===== src/rtl/rambus_wave_reader_pkg.sv =====
// Shared types and constants for the wavetable reader: fetch FSM states,
// address widths and the little-endian byte-lane selector.
package rambus_wave_reader_pkg;

    localparam int RAM_AW  = 8;
    localparam int BYTE_AW = 10;

    typedef enum logic [1:0] {
        ST_IDLE,
        ST_REQ,
        ST_DONE,
        ST_ERR
    } fetch_state_e;

    function automatic logic [7:0] word_byte(input logic [31:0] word, input logic [1:0] idx);
        return word[{idx, 3'b000} +: 8];
    endfunction

endpackage


===== src/rtl/rambus_wave_reader_fifo.sv =====
// Synchronous word FIFO with a flush input; pointers carry an extra wrap bit
// so that full and empty can be told apart.
module sync_word_fifo #(
    parameter int DEPTH = 2,
    parameter int WIDTH = 32
) (
    input  logic             clk,
    input  logic             rst_n,
    input  logic             flush,
    input  logic             push,
    input  logic             pop,
    input  logic [WIDTH-1:0] din,
    output logic [WIDTH-1:0] dout,
    output logic             full,
    output logic             empty
);
    localparam int AW = $clog2(DEPTH);

    logic [WIDTH-1:0] r_mem [DEPTH];
    logic [AW:0]      r_wptr;
    logic [AW:0]      r_rptr;

    always_ff @(posedge clk or negedge rst_n) begin
        if (!rst_n) begin
            r_wptr <= '0;
            r_rptr <= '0;
        end else if (flush) begin
            r_wptr <= '0;
            r_rptr <= '0;
        end else begin
            if (push && !full)
                r_wptr <= r_wptr + 1'b1;
            if (pop && !empty)
                r_rptr <= r_rptr + 1'b1;
        end
    end

    always_ff @(posedge clk) begin
        if (push && !full && !flush)
            r_mem[r_wptr[AW-1:0]] <= din;
    end

    assign empty = (r_wptr == r_rptr);
    assign full  = (r_wptr[AW] != r_rptr[AW]) && (r_wptr[AW-1:0] == r_rptr[AW-1:0]);
    assign dout  = r_mem[r_rptr[AW-1:0]];

endmodule


===== src/rtl/rambus_wave_reader.sv =====
// Wavetable playback engine: prefetches 32-bit words over Wishbone into a small
// FIFO and emits them byte by byte at a programmable strobe rate.
module rambus_wave_reader
    import rambus_wave_reader_pkg::*;
#(
    parameter int FIFO_DEPTH  = 2,
    parameter int ACK_TIMEOUT = 15
) (
    input  logic               wb_clk_i,
    input  logic               wb_rst_ni,
    input  logic               start,
    input  logic               stop,
    input  logic               loop_en,
    input  logic [RAM_AW-1:0]  start_addr,
    input  logic [RAM_AW-1:0]  end_addr,
    input  logic [15:0]        rate_div,
    output logic               busy,
    output logic               err,
    output logic [7:0]         sample,
    output logic               sample_stb,
    output logic               rambus_wb_clk_o,
    output logic               rambus_wb_rst_o,
    output logic               rambus_wb_stb_o,
    output logic               rambus_wb_cyc_o,
    output logic               rambus_wb_we_o,
    output logic [3:0]         rambus_wb_sel_o,
    output logic [31:0]        rambus_wb_dat_o,
    output logic [BYTE_AW-1:0] rambus_wb_adr_o,
    input  logic               rambus_wb_ack_i,
    input  logic [31:0]        rambus_wb_dat_i
);
    localparam int              TW       = $clog2(ACK_TIMEOUT + 1);
    localparam logic [TW-1:0]   TMO_LAST = TW'(ACK_TIMEOUT - 1);

    fetch_state_e      r_state, w_state_nxt;
    logic [RAM_AW-1:0] r_word_addr, w_word_addr_nxt;
    logic [TW-1:0]     r_tmo, w_tmo_nxt;
    logic              r_gap, w_gap_nxt;
    logic              r_err, w_err_nxt;
    logic              w_full, w_empty, w_push, w_pop, w_stb, w_start, w_tick;
    logic [31:0]       w_word;
    logic [15:0]       r_div;
    logic [1:0]        r_byte_idx;
    logic [7:0]        r_sample;
    logic              r_sample_stb;

    // stop kills the bus request combinationally so the slave sees it drop this cycle
    assign w_stb   = (r_state == ST_REQ) && !r_gap && !w_full && !stop;
    assign w_push  = w_stb && rambus_wb_ack_i;
    assign w_start = start && !stop &&
                     ((r_state == ST_IDLE) || (r_state == ST_ERR) ||
                      ((r_state == ST_DONE) && w_empty));

    always_ff @(posedge wb_clk_i or negedge wb_rst_ni) begin
        if (!wb_rst_ni) begin
            r_state     <= ST_IDLE;
            r_word_addr <= '0;
            r_tmo       <= '0;
            r_gap       <= 1'b0;
            r_err       <= 1'b0;
        end else begin
            r_state     <= w_state_nxt;
            r_word_addr <= w_word_addr_nxt;
            r_tmo       <= w_tmo_nxt;
            r_gap       <= w_gap_nxt;
            r_err       <= w_err_nxt;
        end
    end

    always_comb begin
        w_state_nxt     = r_state;
        w_word_addr_nxt = r_word_addr;
        w_tmo_nxt       = r_tmo;
        w_gap_nxt       = 1'b0;
        w_err_nxt       = r_err;
        if (stop) begin
            w_state_nxt = ST_IDLE;
            w_tmo_nxt   = '0;
        end else if (w_start) begin
            w_state_nxt     = ST_REQ;
            w_word_addr_nxt = start_addr;
            w_tmo_nxt       = '0;
            w_err_nxt       = 1'b0;
        end else begin
            case (r_state)
                ST_REQ: begin
                    if (w_push) begin
                        w_gap_nxt = 1'b1;
                        w_tmo_nxt = '0;
                        if (r_word_addr == end_addr) begin
                            if (loop_en)
                                w_word_addr_nxt = start_addr;
                            else
                                w_state_nxt = ST_DONE;
                        end else begin
                            w_word_addr_nxt = r_word_addr + 1'b1;
                        end
                    end else if (w_stb) begin
                        if (r_tmo == TMO_LAST) begin
                            w_state_nxt = ST_ERR;
                            w_err_nxt   = 1'b1;
                            w_tmo_nxt   = '0;
                        end else begin
                            w_tmo_nxt = r_tmo + 1'b1;
                        end
                    end
                end
                ST_DONE: begin
                    if (w_empty)
                        w_state_nxt = ST_IDLE;
                end
                default: begin
                end
            endcase
        end
    end

    sync_word_fifo #(
        .DEPTH (FIFO_DEPTH),
        .WIDTH (32)
    ) u_fifo (
        .clk   (wb_clk_i),
        .rst_n (wb_rst_ni),
        .flush (stop),
        .push  (w_push),
        .pop   (w_pop),
        .din   (rambus_wb_dat_i),
        .dout  (w_word),
        .full  (w_full),
        .empty (w_empty)
    );

    // Divider free-runs; an empty FIFO on a tick is an underrun and just holds sample
    assign w_tick = (r_div == '0);
    assign w_pop  = w_tick && !w_empty && !stop && (r_byte_idx == 2'd3);

    always_ff @(posedge wb_clk_i or negedge wb_rst_ni) begin
        if (!wb_rst_ni) begin
            r_div        <= '0;
            r_byte_idx   <= '0;
            r_sample     <= '0;
            r_sample_stb <= 1'b0;
        end else begin
            r_div        <= w_tick ? rate_div : r_div - 1'b1;
            r_sample_stb <= 1'b0;
            if (stop) begin
                r_byte_idx <= '0;
            end else if (w_tick && !w_empty) begin
                r_sample     <= word_byte(w_word, r_byte_idx);
                r_sample_stb <= 1'b1;
                r_byte_idx   <= r_byte_idx + 1'b1;
            end
        end
    end

    assign busy            = (r_state == ST_REQ) || ((r_state == ST_DONE) && !w_empty);
    assign err             = r_err;
    assign sample          = r_sample;
    assign sample_stb      = r_sample_stb;
    assign rambus_wb_clk_o = wb_clk_i;
    assign rambus_wb_rst_o = ~wb_rst_ni;
    assign rambus_wb_stb_o = w_stb;
    assign rambus_wb_cyc_o = w_stb;
    assign rambus_wb_we_o  = 1'b0;
    assign rambus_wb_sel_o = 4'hF;
    assign rambus_wb_dat_o = '0;
    assign rambus_wb_adr_o = {r_word_addr, 2'b00};

endmodule


===== config.mk =====
export PLATFORM = sky130hd
export DESIGN_NAME = rambus_wave_reader
export DESIGN_NICKNAME = d
export VERILOG_FILES = /design/src/rtl/rambus_wave_reader_pkg.sv /design/src/rtl/rambus_wave_reader_fifo.sv /design/src/rtl/rambus_wave_reader.sv
export SDC_FILE = /design/constraint.sdc
export NUM_CORES = 1
export LEC_CHECK = 0
export ABC_AREA = 1
export BUFFER_PORTS_ARGS = -buffer_cell sky130_fd_sc_hd__buf_4
export CORE_MARGIN = 1
export CORE_UTILIZATION = 30
export CTS_BUF_LIST = sky130_fd_sc_hd__clkbuf_4 sky130_fd_sc_hd__clkbuf_8
export CTS_CLUSTER_SIZE = 16
export DETAILED_ROUTE_END_ITERATION = 8
export PLACE_DENSITY_LB_ADDON = 0.15
export SYNTH_ARGS = -nofsm -noshare
export SYNTH_HDL_FRONTEND = slang
export SYNTH_HIERARCHICAL = 1
export SYNTH_SLANG_ARGS = --single-unit

===== constraint.sdc =====
create_clock -name wb_clk_i -period 3.4 [get_ports wb_clk_i]
set_clock_uncertainty 0.1 [all_clocks]
set_input_delay 0.51 -clock wb_clk_i [delete_from_list [all_inputs] [get_ports wb_clk_i]]
set_output_delay 0.51 -clock wb_clk_i [all_outputs]
set_load 0.02 [all_outputs]

Yosys cells after proc, flatten, opt, wreduce, memory -nomap -nowiden:

Memories as Yosys holds them, arrays and structs flattened.
Cells that the tools add are included.

* output and inout bits: 62
* word-level logic and storage cells: 116
* memory bits (writable): 64
* memories: 1
* register bits: 47
* bits of input ports: 70

* reduce and logical (&&, ||, !) cells: 39
* shift operators: 1
* add/subtract/negate cells: 6
* mux-type cells: 40
* bitwise operators: 2
* equal/unequal tests: 16

Memories
* u_fifo.r_mem: words 2, width 32, rd ports 1, clocked after Yosys merged registers in 0, wr ports 1, line rambus_wave_reader_fifo.sv:19 `logic [WIDTH-1:0] r_mem [DEPTH];`

Operators by type and width (count)
* $mux 8: 5
* $shiftx 32x6->8: 1
* $mux 2: 14
* $mux 4: 6
* $logic_not 16->1: 1
* $mux 16: 1
* $sub 16x1->16 const B: 1
* $logic_and 1x1->1: 15
* $reduce_bool 2->1: 7
* $mux 1: 13
* $ne 5x5->1 const B: 2
* $add 8x1->8 const B: 1
* $eq 8x8->1: 1
* $reduce_bool 4->1: 2
* $add 2x1->2 const B: 3
* $eq 2x2->1 const B: 3
* $reduce_and 6->1: 1
* $ne 5x3->1 const B: 1
* $ne 5x4->1 const B: 1
* $reduce_and 5->1: 1
* $add 4x1->4 const B: 1
* $eq 4x4->1 const B: 1
* $logic_not 1->1: 4
* $ne 4x3->1 const B: 1
* other kinds (13): 17

Logic depth before layout (Yosys ltp):

Gate-level depths: netlist of the first run.

* word-level depth: 10
* depth in mapped cells: 16

By module:

Netlist of the first run, hierarchy kept.

By module, submodules not included
* rambus_wave_reader: cells an instance 472, area an instance 3344.5 sq um, instances 1, seq. area each 1076.0 sq um
* sync_word_fifo: cells an instance 212, area an instance 2633.8 sq um, instances 1, seq. area each 2021.9 sq um

==> results of run 1 <==
cells in the mapped netlist, types with 2 or more instances:
| cell type | number |
|---|---|
| nand2_1 | 234 |
| nor2_1 | 67 |
| edfxtp_1 | 64 |
| inv_1 | 52 |
| nand3_1 | 48 |
| dfrtp_1 | 47 |
| buf_4 | 43 |
| o21ai_0 | 15 |
| a21oi_1 | 11 |
| buf_2 | 11 |
| xor2_1 | 10 |
| ha_1 | 8 |
| o32ai_1 | 8 |
| a31oi_1 | 7 |
| nand2_4 | 7 |
| nand4_1 | 6 |
| nor2_4 | 6 |
| nor2_2 | 5 |
| nand2_2 | 4 |
| xnor2_1 | 4 |
| buf_6 | 3 |
| nand3_2 | 3 |
| nor3_1 | 3 |
| clkbuf_1 | 2 |
| conb_1 | 2 |
flip-flops by register name (all words and copies together) (netlist names):
signal / count
sample_stb: 1
r_div: 16
sample: 8
r_state: 2
u_fifo/r_rptr: 2
r_byte_idx: 2
r_gap: 1
err: 1
r_word_addr: 8
r_tmo: 4
u_fifo/r_mem: 64
u_fifo/r_wptr: 2
placed cells by master, fill, tap and decap left out, types with 3 or more instances in the layout:
cell type and instances:
nor2_2 5, nand2_2 4, dfrtp_1 47, inv_1 52, nor2_4 6, inv_6 3, nor3_1 3, nand3_1 48
nand4_1 6, nor2_1 67, edfxtp_1 64, o21ai_0 15, o32ai_1 8, conb_1 39, buf_4 98, nand2_1 234
a21oi_1 11, xnor2_1 4, ha_1 8, nand3_2 3, nand2_4 7, clkbuf_8 12, xor2_1 10, a31oi_1 7
inv_8 3
through the flow:
step	cells	power [mW]	hold WS [ns]	setup WS (ns)
finish	1043	3.79	0.0284	0.719
global route	1043	4.07	0.0312	0.418
CTS	1043	3.86	0.0312	0.712
detailed placement	1024	2.93	0.360	0.755
global placement	1024	2.92	0.347	0.809
floorplan	721	2.62	0.114	0.0833
power groups by stage:
stage | combinational, mW | sequential [mW] | clock, mW
after global routing | 1.24 | 1.79 | 1.05
final | 1.10 | 1.76 | 0.931
after global placement | 1.09 | 1.79 | 0.0344
after detailed placement | 1.10 | 1.79 | 0.0344
after CTS | 1.11 | 1.76 | 0.980
after floorplan | 0.790 | 1.80 | 0.0344
final timing paths:
check	startpoint	to	slack, ns	depth (start not counted)
max in group asynchronous	wb_rst_ni	r_tmo[2]$_DFFE_PN0P_	2.75	2
max reg2reg	u_fifo/r_rptr[0]$_DFFE_PN0P_	u_fifo/r_mem[1][2]$_DFFE_PP_	0.77	13
min reg2reg	r_div[0]$_DFF_PN0_	r_div[0]$_DFF_PN0_	0.38	1
max	wb_clk_i	rambus_wb_clk_o	0.72	3
min	wb_rst_ni	r_div[9]$_DFF_PN0_	0.03	2
min in group wb_clk_i	rambus_wb_dat_i[14]	u_fifo/r_mem[1][14]$_DFFE_PP_	0.08	1
routing by layer:
layer  routed length (um)  vias up  GRT usage, %  share of wire, %
met5                    0        -             0                 0
met4                  157        0          4.36               1.2
met3                  693       12          3.69               5.2
met2                 6180      131          22.3                47
met1                 6200     2087          17.5                47
li1                     -     2299             -                 -
logic make-up (layout without fill, tap and decap cells):
| group | Yosys count | in the layout |
|---|---|---|
| adder cells (fa/ha/maj) | 8 | 8 |
| multiplexers | 1 | 1 |
| other | 2 | 39 |
| buffers and inverters | 117 | 174 |
| AND/OR/NAND/NOR | 388 | 388 |
| XOR/XNOR | 15 | 15 |
| flip-flops | 111 | 111 |
| AO/OA/AOI/OAI | 42 | 42 |
worst register-to-register path: stages (launching register included):
cell and delay [ns]:
dfrtp_1 0.46, inv_6 0.14, nand2_2 0.11, nand2_4 0.07, nand2_4 0.07, inv_1 0.04, nor2_1 0.08, nand2_1 0.09
nor2_2 0.15, nand2_1 0.14, inv_1 0.18, nand2_2 0.11, nor3_4 0.12, buf_4 0.42
area by class of cell:
| type | count | area (um2) | area share, % |
|---|---|---|---|
| Clock buffer | 13 | 173 | 2.46 |
| Clock inverter | 7 | 76.3 | 1.09 |
| Inverter | 57 | 223 | 3.18 |
| Multi-Input combinational cell | 493 | 2380 | 33.9 |
| Sequential cell | 111 | 3100 | 44.2 |
| Tap cell | 265 | 332 | 4.73 |
| Timing Repair Buffer | 97 | 728 | 10.4 |
==> flow_metrics.py, run 1 <==
metrics = {
    "setup_path": {
        "crit_buf_inv": 3,
        "critPathLaunchType": "clock port",
        "crit_type": "clock port to output pin",
        "crit_slowest_cell": "buf_4",
        "worstPathRequired_ns": 2.79,
        "worstPathArrival_ns": 2.07,
        "crit_chain": "clkbuf_8, clkbuf_8, buf_4",
        "critPathCaptureType": "output pin",
        "cp_slowest_stage_delay_ns": 0.14,
        "cp_top_family": "buffers and inverters",
        "cpMostUsedCell": "clkbuf_8",
        "critical_path.max_fanout": 2,
    },
    "final_layout": {
        "final_util_pct": 35.9,
        "antenna_cells": 0,
        "nets": 851,
        "fill_cells": 2051,
        "drive_gt1_share_pct": 19.4,
        "syn_to_final_growth_pct": 17.2,
        "stdcell_area_um2": 7010,
    },
    "cts": {
        "cts.repair.resized": 0,
        "postCtsSetupBuffers": 0,
        "cts_tree": "done",
        "cts_hold_buf": 0,
        "clock_latency_ns": 0.50,
        "path_clk_slew_ns": 0.11,
    },
    "yosys": {
        "syn_area_per_cell_um2": 8.74,
        "synth_top_family_by_area": "simple AND/OR/NAND/NOR gates",
        "ys.flop_type": "edfxtp_1",
        "synth_edf_count": 64,
        "synthCells": 684,
        "synth_mux_area_share_pct": 0.167,
        "synth_fa_ha_area_share_pct": 1.67,
        "ys_ff_latch": 111,
        "yosysTopAreaCell": "edfxtp_1",
        "synth_top_area_share_pct": 32.1,
        "ys_seq_area_share_pct": 51.8,
        "ys_async_sr_fraction_pct": 42.3,
        "yosys_warnings": 6,
        "syn_area_um2": 5980,
        "synth-compound-area-share_pct": 4.16,
        "synth_xor_area_share_pct": 2.32,
        "synth_cell_types": 39,
        "synthSimpleGateAreaFrac_pct": 28.9,
        "synth_area_leaders": "edfxtp_1 (32%), dfrtp_1 (20%), nand2_1 (15%)",
    },
    "sta": {
        "hold_viol": 0,
        "tns_ns": 0,
        "worst_pin_slew_ns": 0.628,
        "finalSetupViolCount": 0,
        "finalMaxSlewViolations": 0,
        "rsz0062_at_grt": "no",
        "max-slew-margin-rel_pct": 58.2,
    },
    "placed_design": {
        "dpl_cell_area_um2": 6770,
        "place_congestion": 0.792,
        "io_buffers": 92,
        "dp_hpwl_um": 9440,
    },
    "global_route": {
        "grt_overflow": 0,
        "grt_usage_pct": 13.7,
        "antenna_found_initial": 0,
        "grt_pass1_vias": 4355,
        "grt_max_degree": 48,
        "grt_pass1_wl_um": 21500,
    },
    "power": {
        "clock_power_share_pct": 24.6,
        "pwr-share-seq_pct": 46.5,
        "ir_worst_vdd_mv": 0.288,
        "switching_power_mw": 1.39,
        "power_density_nw_per_um2": 541,
        "power.internal_mw": 2.39,
        "p_comb_share_pct": 28.9,
        "sw_frac_of_total_pct": 36.8,
        "p_leak_nw": 3.38,
    },
    "floorplan": {
        "die_w_um": 143,
        "start_util_pct": 30.6,
        "coreArea_um2": 19500,
        "ios": 132,
        "dieArea_um2": 20500,
        "num_rows": 51,
        "die_h_um": 143,
    },
    "route": {
        "wl_per_cell_um": 12.7,
        "ant_nets": 0,
        "finalWirelength_um": 13200,
        "via_per_inst": 4.34,
        "drtPass1Iterations": 4,
        "vias": 4529,
        "drc": 0,
        "drt-initial-drc-count": 187,
    },
    "hold_path": {
        "min_path_type": "input pin to asynchronous set/reset pin",
    },
    "flow_run": {
        "maxCapViolCount": 0,
    },
    "run_status": {
        "outcome": "completed",
    },
}
(Power assumes the default switching activity.)
==> run 2: changes to the inputs <==
- ABC_AREA: 1 -> 0
- clock period: 3.4 -> 2.2 ns (I/O delays scaled with it)
==> run 2 against run 1 <==
  * The run now ends with setup timing left
  * Count of clock-buffer cells in the layout increased by 1
  * Global-route usage increased by 0.44 points
  * Total power up 67%
  * Critical path depth is 2 higher
  * Core utilization grew 8.2 points
  * Setup slack worse by 0.76 ns
  * Die area down 7.8%
  * Cell area is 13% higher
  * Sequential share of layout area shrank 5.1 points
==> flow_metrics.py, run 2 <==
metrics = {
    "run_status": {
        "outcome": "finished, violations left",
        "violations": "setup timing",
    },
    "yosys": {
        "synth_edf_count": 64,
        "syn_area_per_cell_um2": 12.4,
        "ys_async_sr_fraction_pct": 42.3,
        "yosysTopAreaCell": "edfxtp_1",
        "netlist_top_cells_count": "edfxtp_1 (64), dfrtp_1 (47), buf_4 (42), nor2_1 (42), mux2_2 (41)",
        "synthCells": 444,
        "ys_seq_area_share_pct": 56.3,
        "synth_top_family_by_area": "multiplexers",
        "synth_most_common_cell": "edfxtp_1",
        "synth_mux_area_share_pct": 11.8,
        "yosys_warnings": 6,
        "ys.flop_type": "edfxtp_1",
        "synth_fa_ha_area_share_pct": 1.82,
        "synthSimpleGateAreaFrac_pct": 10.9,
        "synth_xor_area_share_pct": 3.98,
        "synth-compound-area-share_pct": 7.59,
        "synth_top_area_share_pct": 34.9,
        "synth_area_leaders": "edfxtp_1 (35%), dfrtp_1 (21%), mux2_2 (8.4%)",
        "syn_area_um2": 5500,
        "synth_cell_types": 58,
        "ys_ff_latch": 111,
    },
    "cts": {
        "cts_tree": "done",
        "clock_latency_ns": 0.51,
        "path_clk_slew_ns": 0.12,
    },
    "sta": {
        "rsz0062_at_grt": "yes",
        "period_share_pct": 102,
        "setup_ws_ns": -0.0407,
        "period_needed_ns": 2.24,
        "max-slew-margin-rel_pct": 57.3,
        "finalSetupViolCount": 3,
        "finalMaxSlewViolations": 0,
        "worst_pin_slew_ns": 0.641,
        "hold_viol": 0,
        "max_freq_ghz": 0.446,
    },
    "floorplan": {
        "die_w_um": 137,
        "die_h_um": 137,
        "start_util_pct": 30.6,
        "ios": 132,
        "num_rows": 49,
        "dieArea_um2": 18900,
        "coreArea_um2": 18000,
    },
    "hold_path": {
        "min_path_type": "input pin to flip-flop",
        "hold_depth": 3,
        "worst_hold_path.endpoint": "r_word_addr[3]$_DFFE_PN0P_",
        "hold_start": "start_addr[3]",
    },
    "setup_path": {
        "critPathLaunchType": "flip-flop",
        "reg2reg_depth": 9,
        "critPathCaptureType": "output pin",
        "r2r-end": "r_state[0]$_DFFE_PN0P_",
        "reg2reg_setup_slack_ns": -0.04,
        "critical_path.max_fanout": 3,
        "crit_type": "flip-flop to output pin",
        "worstPathArrival_ns": 1.81,
        "r2r_start": "u_fifo/r_wptr[0]$_DFFE_PN0P_",
        "worstPathRequired_ns": 1.77,
    },
    "power": {
        "sw_frac_of_total_pct": 32.6,
        "p_comb_share_pct": 33.5,
        "power_density_nw_per_um2": 798,
        "pwr-share-seq_pct": 42.1,
        "power_mw": 6.32,
        "ir_worst_vdd_mv": 0.485,
        "p_leak_nw": 3.23,
        "switching_power_mw": 2.06,
        "clock_power_share_pct": 24.5,
        "power.internal_mw": 4.25,
    },
    "final_layout": {
        "layoutNonFillerInstCount": 882,
        "syn_to_final_growth_pct": 43.9,
        "final_common_cell": "buf_4",
        "largest_reg_flops": 64,
        "drive_gt1_share_pct": 40.7,
        "nets": 726,
        "antenna_cells": 0,
        "final_util_pct": 44.1,
        "final_cell_mix": "buf_4 (138), edfxtp_1 (64), dlygate4sd3_1 (52)",
        "fill_cells": 1680,
        "stdcell_area_um2": 7920,
    },
    "global_route": {
        "grt_overflow": 0,
        "grt_usage_pct": 14.1,
        "grt_max_degree": 48,
        "grt_pass1_wl_um": 20000,
        "grt_pass1_vias": 4203,
        "antenna_found_initial": 0,
    },
    "route": {
        "via_per_inst": 4.58,
        "wl_per_cell_um": 14.8,
        "drtPass1Iterations": 4,
        "vias": 4043,
        "drt-initial-drc-count": 154,
        "drc": 0,
        "ant_nets": 0,
        "finalWirelength_um": 13100,
    },
    "placed_design": {
        "dpl_worst_slack_ns": -0.0351,
        "dpl_cell_area_um2": 6720,
        "io_buffers": 92,
        "dpl.cell_count": 795,
        "place_congestion": 0.760,
        "dp_hpwl_um": 8570,
    },
    "flow_run": {
        "maxCapViolCount": 0,
    },
}
==> run 2: changes by cell type in the layout (fill, tap and decap cells not counted), moves of 10 or more <==
| cell | delta |
|---|---|
| a21oi_1 | +13 |
| buf_4 | +40 |
| buf_6 | +10 |
| dlygate4sd3_1 | +52 |
| inv_1 | -42 |
| mux2_2 | +33 |
| nand2_1 | -220 |
| nand3_1 | -36 |
| nor2_1 | -30 |
| xnor2_1 | +14 |
==> run 2: cells by family (layout without fill, tap and decap cells) <==
family	Yosys count	count (layout)
other	2	39
adder cells (fa/ha/maj)	8	8
buffers and inverters	65	237
multiplexers	50	50
AND/OR/NAND/NOR	116	116
XOR/XNOR	25	25
flip-flops	111	111
AO/OA/AOI/OAI	67	67
==> run 2: worst max path at each step <==
stage / slack [ns] / end / startpoint / depth (start not counted)
floorplan: -1.03 / u_fifo/r_mem[0][0]$_DFFE_PP_ / u_fifo/r_wptr[0]$_DFFE_PN0P_ / 7
global placement: -0.01 / sample[5]$_DFFE_PN0P_ / r_div[13]$_DFF_PN0_ / 6
detailed placement: -0.04 / r_word_addr[7]$_DFFE_PN0P_ / r_state[0]$_DFFE_PN0P_ / 8
CTS: -0.10 / busy / u_fifo/r_rptr[1]$_DFFE_PN0P_ / 6
global route: -0.16 / r_state[0]$_DFFE_PN0P_ / u_fifo/r_wptr[0]$_DFFE_PN0P_ / 10
finish: -0.04 / rambus_wb_cyc_o / u_fifo/r_wptr[0]$_DFFE_PN0P_ / 5
==> run 2: area by class of cell <==
type | instances | area [um2] | area share [%]
tap | 229 | 287 | 3.62
sequential | 111 | 3100 | 39.1
multi-input combinational | 305 | 2420 | 30.5
inverter | 11 | 46.3 | 0.585
clock buffer | 14 | 180 | 2.27
timing repair buffer | 206 | 1810 | 22.9
clock inverter | 6 | 80.1 | 1.01
==> run 2: power by group through the flow <==
stage | Clock [mW] | Combinational (mW) | Sequential, mW
global route | 1.66 | 2.31 | 2.69
CTS | 1.59 | 1.84 | 2.64
floorplan | 0.0531 | 1.00 | 2.73
finish | 1.54 | 2.11 | 2.66
global placement | 0.0531 | 1.67 | 2.68
detailed placement | 0.0531 | 1.71 | 2.69
==> run 2: worst max-delay path: stages, from the launching register on <==
cell and delay, ns:
dfrtp_1 0.43, xor2_2 0.25, nor2_4 0.07, nor4b_4 0.23
buf_4 0.19, buf_6 0.12
==> run 2: stage by stage <==
| stage | TNS [ns] | hold slack, ns |
|---|---|---|
| after global placement | -0.0502 | 0.343 |
| after detailed placement | -0.263 | 0.343 |
| final | -0.116 | 0.0355 |
| after CTS | -0.264 | 0.0128 |
| after global routing | -4.68 | 0.0201 |
| after floorplan | -49.38 | -0.0656 |
==> run 2: layer usage <==
metal / vias up / part of all wire [%] / GRT usage, %
met5: - / 0 / 0
met4: 0 / 1.8 / 6.59
met3: 18 / 5.5 / 3.72
met2: 125 / 48 / 23.4
met1: 1958 / 45 / 17.1
li1: 1942 / - / -
==> run 2: what timing repair did <==
action	in CTS	in global routing
setup buffers	6	6
pin swaps	13	19
endpoints found under the setup margin	19	91
hold buffers	52	0
resized for setup	9	52
cloned	0	5
hold endpoints to repair	130	0
==> run 3: changes to the inputs <==
- ABC_CLOCK_PERIOD_IN_PS: not set -> 2200
- CORE_ASPECT_RATIO: not set -> 0.6
- CTS_BUF_LIST: sky130_fd_sc_hd__clkbuf_4 sky130_fd_sc_hd__clkbuf_8 -> not set
==> run 3 against run 2 <==
  * The run still ends with setup timing left
  * Routed wire length increased by 1.6%
  * Die area about the same
  * Hold slack got worse by 0.024 ns
  * Maximum frequency fell by 0.50%
  * Sequential share of layout area is 0.18 points higher
  * Total power increased by 7.1%
  * Count of clock-buffer cells in the layout decreased by 1
  * Setup slack got worse by 0.011 ns
  * Highest routed layer unchanged
==> flow_metrics.py, run 3 (synthesis results as in run 2) <==
metrics = {
    "setup_path": {
        "critical_path.max_fanout": 8,
        "crit_type": "flip-flop to flip-flop",
        "crit_slowest_cell": "dfrtp_1",
        "crit_buf_inv": 3,
        "cp_top_family": "simple AND/OR/NAND/NOR gates",
        "cp_slowest_stage_delay_ns": 0.41,
        "critPathCaptureType": "flip-flop",
        "worstPathRequired_ns": 2.28,
        "critPathLaunchType": "flip-flop",
        "worstPathArrival_ns": 2.33,
        "crit_chain": "xor2_2, nor2_2, nor4b_4, buf_4, nand2_4, clkinv_4, and4b_4, clkbuf_16",
    },
    "final_layout": {
        "layoutNonFillerInstCount": 878,
        "syn_to_final_growth_pct": 43.3,
        "drive_gt1_share_pct": 41.8,
        "multi_input_area_um2": 2390,
        "final_common_cell": "buf_4",
        "antenna_cells": 0,
        "regArea_um2": 3100,
        "nets": 717,
        "final_cell_mix": "buf_4 (149), edfxtp_1 (64), dfrtp_1 (45)",
        "fill_cells": 1650,
        "largest_reg_flops": 64,
    },
    "power": {
        "p_leak_nw": 3.24,
        "power.internal_mw": 4.70,
        "p_comb_share_pct": 31.7,
        "ir_worst_vdd_mv": 0.609,
        "clock_power_share_pct": 29.3,
        "switching_power_mw": 2.07,
        "sw_frac_of_total_pct": 30.5,
        "power_density_nw_per_um2": 858,
        "pwr-share-seq_pct": 38.9,
    },
    "cts": {
        "clock_latency_ns": 0.46,
        "cts_tree": "done",
        "path_clk_slew_ns": 0.07,
    },
    "route": {
        "drtPass1Iterations": 4,
        "vias": 3942,
        "via_per_inst": 4.49,
        "drt-initial-drc-count": 132,
        "ant_nets": 0,
        "drc": 0,
        "finalWirelength_um": 13300,
        "wl_per_cell_um": 15.1,
    },
    "placed_design": {
        "place_congestion": 0.825,
        "io_buffers": 92,
        "dp_hpwl_um": 9180,
        "dpl_worst_slack_ns": -0.0962,
        "dpl.cell_count": 808,
    },
    "sta": {
        "rsz0062_at_grt": "yes",
        "max_freq_ghz": 0.444,
        "worst_pin_slew_ns": 0.513,
        "finalMaxSlewViolations": 0,
        "period_share_pct": 102,
        "max-slew-margin-rel_pct": 65.8,
        "hold_viol": 0,
        "setup_ws_ns": -0.0520,
        "finalSetupViolCount": 43,
        "period_needed_ns": 2.25,
        "tns_ns": -1.34,
    },
    "global_route": {
        "grt_pass1_wl_um": 20600,
        "grt_pass1_vias": 3929,
        "grt_max_degree": 33,
        "grt-busiest-layer": "met1",
        "grt_util_met2_pct": 20.0,
        "grt_usage_pct": 14.4,
        "grt_overflow": 0,
        "use_met1_pct": 21.6,
        "use_met3_pct": 4.01,
        "antenna_found_initial": 0,
    },
    "floorplan": {
        "die_w_um": 177,
        "dieArea_um2": 18900,
        "num_rows": 37,
        "coreArea_um2": 17500,
        "ios": 132,
        "start_util_pct": 31.4,
        "die_h_um": 107,
    },
    "run_status": {
        "violations": "setup timing",
        "outcome": "finished, violations left",
    },
    "flow_run": {
        "maxCapViolCount": 0,
    },
    "hold_path": {
        "min_path_type": "input pin to flip-flop",
    },
}
[run 3: changes by cell type in the layout (fill, tap and decap cells not counted), sizes merged]
cell / before / now
buf: 152 / 159
clkinv: 1 / 4
clkbuf: 16 / 15
dlygate4sd3: 52 / 36
inv: 14 / 12
[run 3: through the flow]
step / hold WS [ns] / power (mW) / instance area (um2) / utilization, %
3_5_place_dp: 0.141 / 4.52 / 6770 / 38.6
2_1_floorplan: -0.0656 / 3.79 / 5730 / -
5_1_grt: 0.0110 / 7.14 / 7890 / 45.0
4_1_cts: 0.000432 / 6.61 / 7580 / 43.2
3_3_place_gp: 0.138 / 4.48 / 6770 / 38.6
6_report: 0.0115 / 6.77 / 7890 / 45.0
[run 3: final timing paths]
path / startpoint / end / slack, ns / cells past startpoint
max: u_fifo/r_wptr[0]$_DFFE_PN0P_ / u_fifo/r_mem[1][5]$_DFFE_PP_ / -0.05 / 8
max in group asynchronous: wb_rst_ni / u_fifo/r_rptr[0]$_DFFE_PN0P_ / 1.06 / 3
min reg2reg: r_tmo[3]$_DFFE_PN0P_ / r_tmo[3]$_DFFE_PN0P_ / 0.41 / 1
min: rate_div[12] / r_div[12]$_DFF_PN0_ / 0.01 / 3
min in group asynchronous: wb_rst_ni / r_word_addr[1]$_DFFE_PN0P_ / 0.19 / 2
max reg2reg: u_fifo/r_wptr[0]$_DFFE_PN0P_ / u_fifo/r_mem[1][5]$_DFFE_PP_ / -0.05 / 8
[run 3: repair_timing]
item                                    4_1_cts  5_1_grt
gates resized for setup                       8       41
endpoints found under the hold margin        83        0
hold buffers                                 36        0
pin swaps                                     9       10
buffers inserted                              4        6
gates cloned                                  0        5
endpoints found under the setup margin       13       88
[run 3: power by group through the flow]
stage	Combinational, mW	Sequential (mW)	Clock (mW)
floorplan	1.00	2.73	0.0531
global placement	1.77	2.66	0.0531
detailed placement	1.80	2.67	0.0531
CTS	1.91	2.63	2.07
global route	2.34	2.67	2.13
finish	2.15	2.64	1.99
[run 3: area by class of cell]
cell class | count | area share (%)
multi-input cells | 305 | 30.3
clock inverters | 7 | 0.999
well taps | 234 | 3.71
flip-flops and latches | 111 | 39.3
clock buffers | 13 | 3.90
repair buffers | 197 | 21.2
inverters | 11 | 0.587
[run 3: worst register-to-register path: stages, from the launching register on]
cell and delay, ns:
dfrtp_1 0.41, xor2_2 0.22, nor2_2 0.08, nor4b_4 0.31, buf_4 0.17, nand2_4 0.05, clkinv_4 0.05, and4b_4 0.36
clkbuf_16 0.21
[run 3: metal layers]
metal	part of all wire [%]	vias up	wire length, um
met5	0	-	0
met2	41	100	5460
li1	-	1931	-
met4	0.96	0	128
met1	53	1902	7080
met3	4.6	9	614
